===== config.mk =====
export PLATFORM = sky130hd
export DESIGN_NAME = delay_timer_arbiter
export DESIGN_NICKNAME = d
export VERILOG_FILES = /design/src/rtl/delay_timer_arbiter.sv
export SDC_FILE = /design/constraint.sdc
export NUM_CORES = 1
export LEC_CHECK = 0
export CORE_AREA = 2 2 110 112
export CTS_BUF_LIST = sky130_fd_sc_hd__clkbuf_8
export CTS_CLUSTER_DIAMETER = 30
export DETAILED_ROUTE_END_ITERATION = 10
export DIE_AREA = 0 0 112 114
export GPL_ROUTABILITY_DRIVEN = 0
export PLACE_DENSITY = 0.44
export SYNTH_ARGS = -nofsm -noshare
export SYNTH_HDL_FRONTEND = slang
export SYNTH_SLANG_ARGS = --single-unit

===== constraint.sdc =====
create_clock -name clk_50M -period 2.3 [get_ports clk_50M]
set_input_delay 0.46 -clock clk_50M [delete_from_list [all_inputs] [get_ports clk_50M]]
set_output_delay 0.46 -clock clk_50M [all_outputs]
set_load 0.03 [all_outputs]

===== src/rtl/delay_timer_arbiter.sv =====
// Shared tick-based delay timer with round-robin arbitration between two requesters.
// A prescaler derives ticks from clk_50M; the granted requester gets a one-cycle done pulse.
module delay_timer_arbiter #(
   parameter int unsigned WIDTH    = 12,
   parameter int unsigned PRESCALE = 25000
) (
   input  logic             clk_50M,
   input  logic             i_Reset,
   input  logic             i_ReqA,
   input  logic [WIDTH-1:0] i_LenA,
   input  logic             i_ReqB,
   input  logic [WIDTH-1:0] i_LenB,
   input  logic             i_Abort,
   output logic             o_GntA,
   output logic             o_GntB,
   output logic             o_DoneA,
   output logic             o_DoneB,
   output logic             o_Busy,
   output logic             o_Tick,
   output logic [WIDTH-1:0] o_Count
);

   localparam int unsigned PW = $clog2(PRESCALE);

   typedef enum logic [1:0] {
      IDLE = 2'd0,
      RUN  = 2'd1,
      DONE = 2'd2
   } state_t;

   state_t           state, state_n;
   logic [PW-1:0]    presc, presc_n;
   logic [WIDTH-1:0] len, len_n;
   logic [WIDTH-1:0] count, count_n;
   logic             gnt_a, gnt_a_n;
   logic             gnt_b, gnt_b_n;
   logic             done_a, done_a_n;
   logic             done_b, done_b_n;
   logic             busy_n;
   logic             tick, tick_n;
   logic             last_b, last_b_n;   // 1 when B was served most recently
   logic             pick_a;
   logic             owner_req;

   // State and datapath registers
   always_ff @(posedge clk_50M) begin
      if (!i_Reset) begin
         state  <= IDLE;
         presc  <= '0;
         len    <= '0;
         count  <= '0;
         gnt_a  <= 1'b0;
         gnt_b  <= 1'b0;
         done_a <= 1'b0;
         done_b <= 1'b0;
         o_Busy <= 1'b0;
         tick   <= 1'b0;
         last_b <= 1'b1;
      end else begin
         state  <= state_n;
         presc  <= presc_n;
         len    <= len_n;
         count  <= count_n;
         gnt_a  <= gnt_a_n;
         gnt_b  <= gnt_b_n;
         done_a <= done_a_n;
         done_b <= done_b_n;
         o_Busy <= busy_n;
         tick   <= tick_n;
         last_b <= last_b_n;
      end
   end

   // Next-state and next-output logic
   always_comb begin
      state_n   = state;
      presc_n   = presc;
      len_n     = len;
      count_n   = count;
      gnt_a_n   = gnt_a;
      gnt_b_n   = gnt_b;
      done_a_n  = 1'b0;
      done_b_n  = 1'b0;
      tick_n    = 1'b0;
      last_b_n  = last_b;
      pick_a    = i_ReqA && (!i_ReqB || last_b);
      owner_req = gnt_a ? i_ReqA : i_ReqB;

      case (state)
         IDLE: begin
            if (i_ReqA || i_ReqB) begin
               gnt_a_n  = pick_a;
               gnt_b_n  = !pick_a;
               last_b_n = !pick_a;
               len_n    = pick_a ? i_LenA : i_LenB;
               count_n  = '0;
               presc_n  = '0;
               state_n  = (len_n == '0) ? DONE : RUN;
            end
         end
         RUN: begin
            // Cancel takes priority over completion
            if (i_Abort || !owner_req) begin
               state_n = IDLE;
               gnt_a_n = 1'b0;
               gnt_b_n = 1'b0;
            end else if (count == len) begin
               state_n  = DONE;
               done_a_n = gnt_a;
               done_b_n = gnt_b;
            end else if (presc == PW'(PRESCALE - 1)) begin
               presc_n = '0;
               tick_n  = 1'b1;
               count_n = count + WIDTH'(1);
            end else begin
               presc_n = presc + PW'(1);
            end
         end
         DONE: begin
            // Zero-length grants arrive here without a pulse yet; issue it first
            if (done_a || done_b) begin
               state_n = IDLE;
               gnt_a_n = 1'b0;
               gnt_b_n = 1'b0;
            end else begin
               done_a_n = gnt_a;
               done_b_n = gnt_b;
            end
         end
         default: begin
            state_n = IDLE;
            gnt_a_n = 1'b0;
            gnt_b_n = 1'b0;
         end
      endcase

      busy_n = (state_n != IDLE);
   end

   assign o_GntA  = gnt_a;
   assign o_GntB  = gnt_b;
   assign o_DoneA = done_a;
   assign o_DoneB = done_b;
   assign o_Tick  = tick;
   assign o_Count = count;

endmodule


; Word level (Yosys, flattened, before mapping)
; Index checks and enable logic that the tools add are counted.
[word_totals]
output_inout_bits = 18
regBits = 48
[classes]
bitwise_logic = 2
add_sub_neg = 2
n_mux = 32
reduce_logical = 17
eq_ne = 9
[op_table]
columns = op, n
row1 = two-way mux 12 bit, 5
row2 = two-way mux 15 bit, 4
row3 = one-hot mux 15 bit (2 select lines), 1
row4 = one-hot mux 12 bit (2 select lines), 1
row5 = "adder 15 x 1 -> 15 bit, second input constant", 1
row6 = "equality test 15 bit, second input constant", 1
row7 = "adder 12 x 1 -> 12 bit, second input constant", 1
row8 = equality test 12 bit, 1
row9 = zero test 12 bit, 1
row10 = two-way mux 1 bit, 11
row11 = two-way mux 2 bit, 5
row12 = "!= test 2 bit, second input constant", 5
row13 = one-hot mux 1 bit (3 select lines), 2
row14 = one-hot mux 2 bit (3 select lines), 1
row15 = AND reduction 5 bit, 1
row16 = logical OR 1 bit, 4
row17 = one-hot mux 1 bit (2 select lines), 2
row18 = AND reduction 2 bit, 2
row19 = AND reduction 4 bit, 1
row20 = nonzero test 2 bit, 2
row21 = OR reduction 4 bit, 1
row22 = zero test 1 bit, 3
row23 = "equality test 2 x 1 -> 1 bit, second input constant", 1
row24 = "equality test 2 bit, second input constant", 1
row25 = 3 further kinds, 4

; Longest topological paths before layout
[depth]
ltp_word = 9
mapped_depth = 10
ltp_nobuf = 7

; Worst setup path after synthesis
; No wires, ideal clock.
[synth_timing]
path_type = reg-to-reg
start = register count[2] (netlist: o_Count[2])
end = register presc[9]
period_less_slack_ns = 1.986
path_slack_ns = 0.314
arrival_time_ns = 1.871
stages_incl_launch_ff = 9
cell_sequence = dfxtp_1 > xor2_1 > nor4_1 > and4_1 > buf_2 > buf_6 > buf_2 > nor4_1 > o21a_1
[synth_between]
elab_chain_len = 3
[synth_lines]
columns = item, line
row1 = from (decl), 34  ; logic [WIDTH-1:0] count, count_n;
row2 = from (signal assigned), 63  ; count <= count_n;
row3 = equality test 12 bit, 107  ; end else if (count == len) begin
row4 = != test 2 bit (no source line), --
row5 = AND reduction 4 bit (no source line), --
row6 = to (signal assigned), 61  ; presc <= presc_n;
row7 = to (decl), 32  ; logic [PW-1:0] presc, presc_n;
; Every way passes these cells.
; A chain may end at the register's enable or synchronous reset.

; Worst setup path in the final report
[layout_timing]
start = register state[0]
end = register count[5] (netlist: o_Count[5])
[layout_between]
elab_chain_len = 3
elab_cells_between_ends = 9
cone_classes = eq/ne (5) / mux (1) / reduce/logical (3)
[layout_lines]
columns = item, line
row1 = from (decl), 31  ; state_t state, state_n;
row2 = from (signal assigned), 60  ; state <= state_n;
row3 = equality test 2 x 1 -> 1 bit or zero test 2 bit (tied branches), 89  ; case (state)
row4 = != test 2 bit (no source line) or nonzero test 2 bit (tied branches), --
row5 = AND reduction 5 bit (no source line), --
; Parallel ways exist; a longest one is shown, timed or not.

==> results.py <==
metrics = {
    "synth": {
        "synth-async-reset-ratio_pct": 0,
        "synth-main-ff-cell": "dfxtp_1",
        "ys_ff_latch": 48,
        "syn_area_per_cell_um2": 8.64,
        "syn_area_um2": 2820,
        "synth_nets": 361,
        "synth_top_area_share_pct": 34.1,
        "synthTopCellsByArea": "dfxtp_1 34%, mux2i_1 5.7%, nand2_1 4.4%, o211a_1 4.3%, xor2_1 3.7%",
        "synth_edf_count": 0,
        "synth.distinct_cells": 56,
        "yosysTopAreaCell": "dfxtp_1",
        "syn_inst": 326,
        "synth_seq_area_share_pct": 34.1,
        "yosys_warnings": 0,
    },
    "place": {
        "dp_cells": 526,
        "portBuffers": 46,
        "dp_hpwl_um": 5970,
        "post-place-ws_ns": -0.0705,
    },
    "sta": {
        "fmax_ghz": 0.469,
        "fin_crit_sh_pct": 92.6,
        "hold_violations": 0,
        "slew_violations": 0,
        "tightest_slew_ns": 0.466,
        "final-setup-viol-count": 0,
        "max-slew-margin-rel_pct": 68.5,
        "fin_ws_ns": 0.169,
        "min_period_ns": 2.13,
        "setup_tns_ns": 0,
        "rsz0062_at_grt": "no",
        "skew_ns": 0.00626,
    },
    "floorplanning": {
        "coreArea_um2": 11700,
        "die_w_um": 112,
        "dieArea_um2": 12800,
        "start_util_pct": 24.0,
        "row_count": 40,
        "die_h_um": 114,
        "ios": 47,
    },
    "cts": {
        "clk_path_buf_depth": 2,
        "cts_resized": 0,
        "cts_buffers": 5,
        "clk_latency_ns": 0.31,
        "htreeDepth": 2,
        "path_clk_slew_ns": 0.09,
        "clock-sinks": 48,
        "postCtsSetupBuffers": 0,
        "cts_tree": "done",
        "clockRootBuffer": "clkbuf_8",
        "ctsHoldBuffers": 0,
    },
    "worst_hold_path": {
        "hold_class": "reg -> reg",
        "whs_path_depth": 2,
        "hp-start": "presc[13]",
        "holdPathEnd": "presc[13]",
    },
    "worst_setup_path": {
        "slowest_stage": "or4_1",
        "end_kind": "flop",
        "cp-start-kind": "flop",
        "critical-path-top-delay-family": "simple AND/OR/NAND/NOR gates",
        "cp_data_required_time_ns": 2.55,
        "path_cells": "inv_1 -> ha_1 -> o21ai_0 -> o22ai_2 -> nand2_4 -> or4_1 -> a21oi_1",
        "reg2reg_setup_slack_ns": 0.17,
        "critPathMaxStageDelay_ns": 0.50,
        "critPathArrivalTime_ns": 2.38,
        "worstPathMaxFanout": 19,
        "crit_type": "reg -> reg",
        "worst-path-buf-inv": 1,
        "reg2reg_from": "state[0]",
        "ff2ff_path_depth": 7,
        "reg2reg_to": "o_Count[5]",
    },
    "pwr": {
        "peakVddDrop_mv": 0.301,
        "p_leak_nw": 1.47,
        "power_density_nw_per_um2": 536,
    },
    "finish": {
        "regArea_um2": 961,
        "drive_above_1_share_pct": 11.4,
        "fin_nets": 421,
        "mostFrequentLayoutCells": "48 x dfxtp_1, 46 x clkdlybuf4s50_1, 33 x nand2_1",
        "final_common_cell": "dfxtp_1",
        "fillers": 1279,
        "multi_input_area_um2": 1740,
        "area.growth.synth_to_final_pct": 32.0,
        "final_cells": 534,
        "antenna-diode-count": 0,
    },
    "global_route": {
        "grt_start_max_net_pins": 44,
        "grt_pass1_vias": 2644,
        "grt.overflow.total": 0,
        "antenna_found_initial": 0,
        "grt_pass1_wl_um": 13200,
        "track_usage_pct": 12.8,
    },
    "route": {
        "final_antenna_net_count": 0,
        "avgRoutedWirePerCell_um": 15.1,
        "routed_wl_um": 8040,
        "vias_per_cell": 4.99,
        "drt_iter0_drc": 187,
        "drcViolationCount": 0,
        "drtPass1Iterations": 5,
        "vias": 2664,
    },
    "run": {
        "maxCapViolCount": 0,
    },
    "run_status": {
        "outcome": "finished clean",
    },
}
[state kept, by name (all words and copies together), names as in the netlist]
register / flops
o_DoneA: 1
last_b: 1
o_DoneB: 1
presc: 15
state: 2
o_GntB: 1
o_Count: 12
len: 12
o_GntA: 1
o_Busy: 1
o_Tick: 1
[worst register-to-register path: cells and delay by family (launching register included)]
kind / cells / cell delay, ns
adder cells (fa/ha/maj): 1 / 0.26
AND/OR/NAND/NOR: 2 / 0.70
AO/OA/AOI/OAI: 3 / 0.62
flip-flops: 1 / 0.37
buffers and inverters: 1 / 0.13
[layer usage]
metal	vias to the layer above	wire, um	global-route usage, %
met4	0	120	3.74
met2	31	3810	21.9
li1	1355	-	-
met1	1268	3860	16.2
met3	10	251	2.98
met5	-	0	0
[how the worst max path moves through the flow]
stage,cells after the start,slack (ns),start,to
detailed placement,6,-0.07,i_ReqA,o_Count[7]
global route,7,0.003,state[0],o_Count[5]
global placement,6,-0.01,i_ReqB,o_Count[4]
floorplan,8,0.31,o_Count[2],presc[9]
finish,7,0.17,state[0],o_Count[5]
CTS,7,0.17,state[0],o_Count[7]
[metrics by stage]
stage	utilization, %	power (mW)	hold WS, ns	instance area (um^2)
2_1_floorplan	-	1.14	0.461	2820
3_3_place_gp	30.7	1.32	0.493	3590
3_5_place_dp	30.7	1.32	0.500	3590
4_1_cts	31.7	2.02	0.514	3720
5_1_grt	31.7	2.10	0.531	3720
6_report	31.7	1.99	0.504	3720
[synthesized netlist by cell type (all sizes together), types with 11 or more instances]
library cell,count
nand2,34
nor2,11
nand3,12
dfxtp,48
a21oi,16
mux2i,16
o211a,12
o21ai,13
nor4,12
or4,11
xor2,12
[kinds of logic (layout without fill, tap and decap cells)]
kind of cell | count (synthesis) | count (layout) | share of synthesized area, %
AOI/OAI and AO/OA | 85 | 85 | 21.7
xor gates and xnor gates | 12 | 12 | 3.73
adders and majority gates | 6 | 6 | 2.67
buffers and inverters | 25 | 86 | 4.18
DFF | 48 | 48 | 34.1
muxes | 16 | 16 | 5.69
and+or+nand+nor | 134 | 134 | 27.9
[layout make-up]
| cell class | instances | share of cell area [%] |
|---|---|---|
| clock buffer | 7 | 2.59 |
| timing repair buffer | 70 | 18.2 |
| tap | 147 | 4.95 |
| multi-input combinational | 253 | 46.8 |
| inverter | 8 | 0.808 |
| sequential | 48 | 25.8 |
| clock inverter | 1 | 0.808 |
[power by group]
| group | switching (mW) | total (mW) | internal, mW |
|---|---|---|---|
| Sequential | 0.0281 | 0.893 | 0.865 |
| Clock | 0.306 | 0.690 | 0.384 |
| Combinational | 0.215 | 0.409 | 0.194 |
Power figures use the tool's default switching activity.
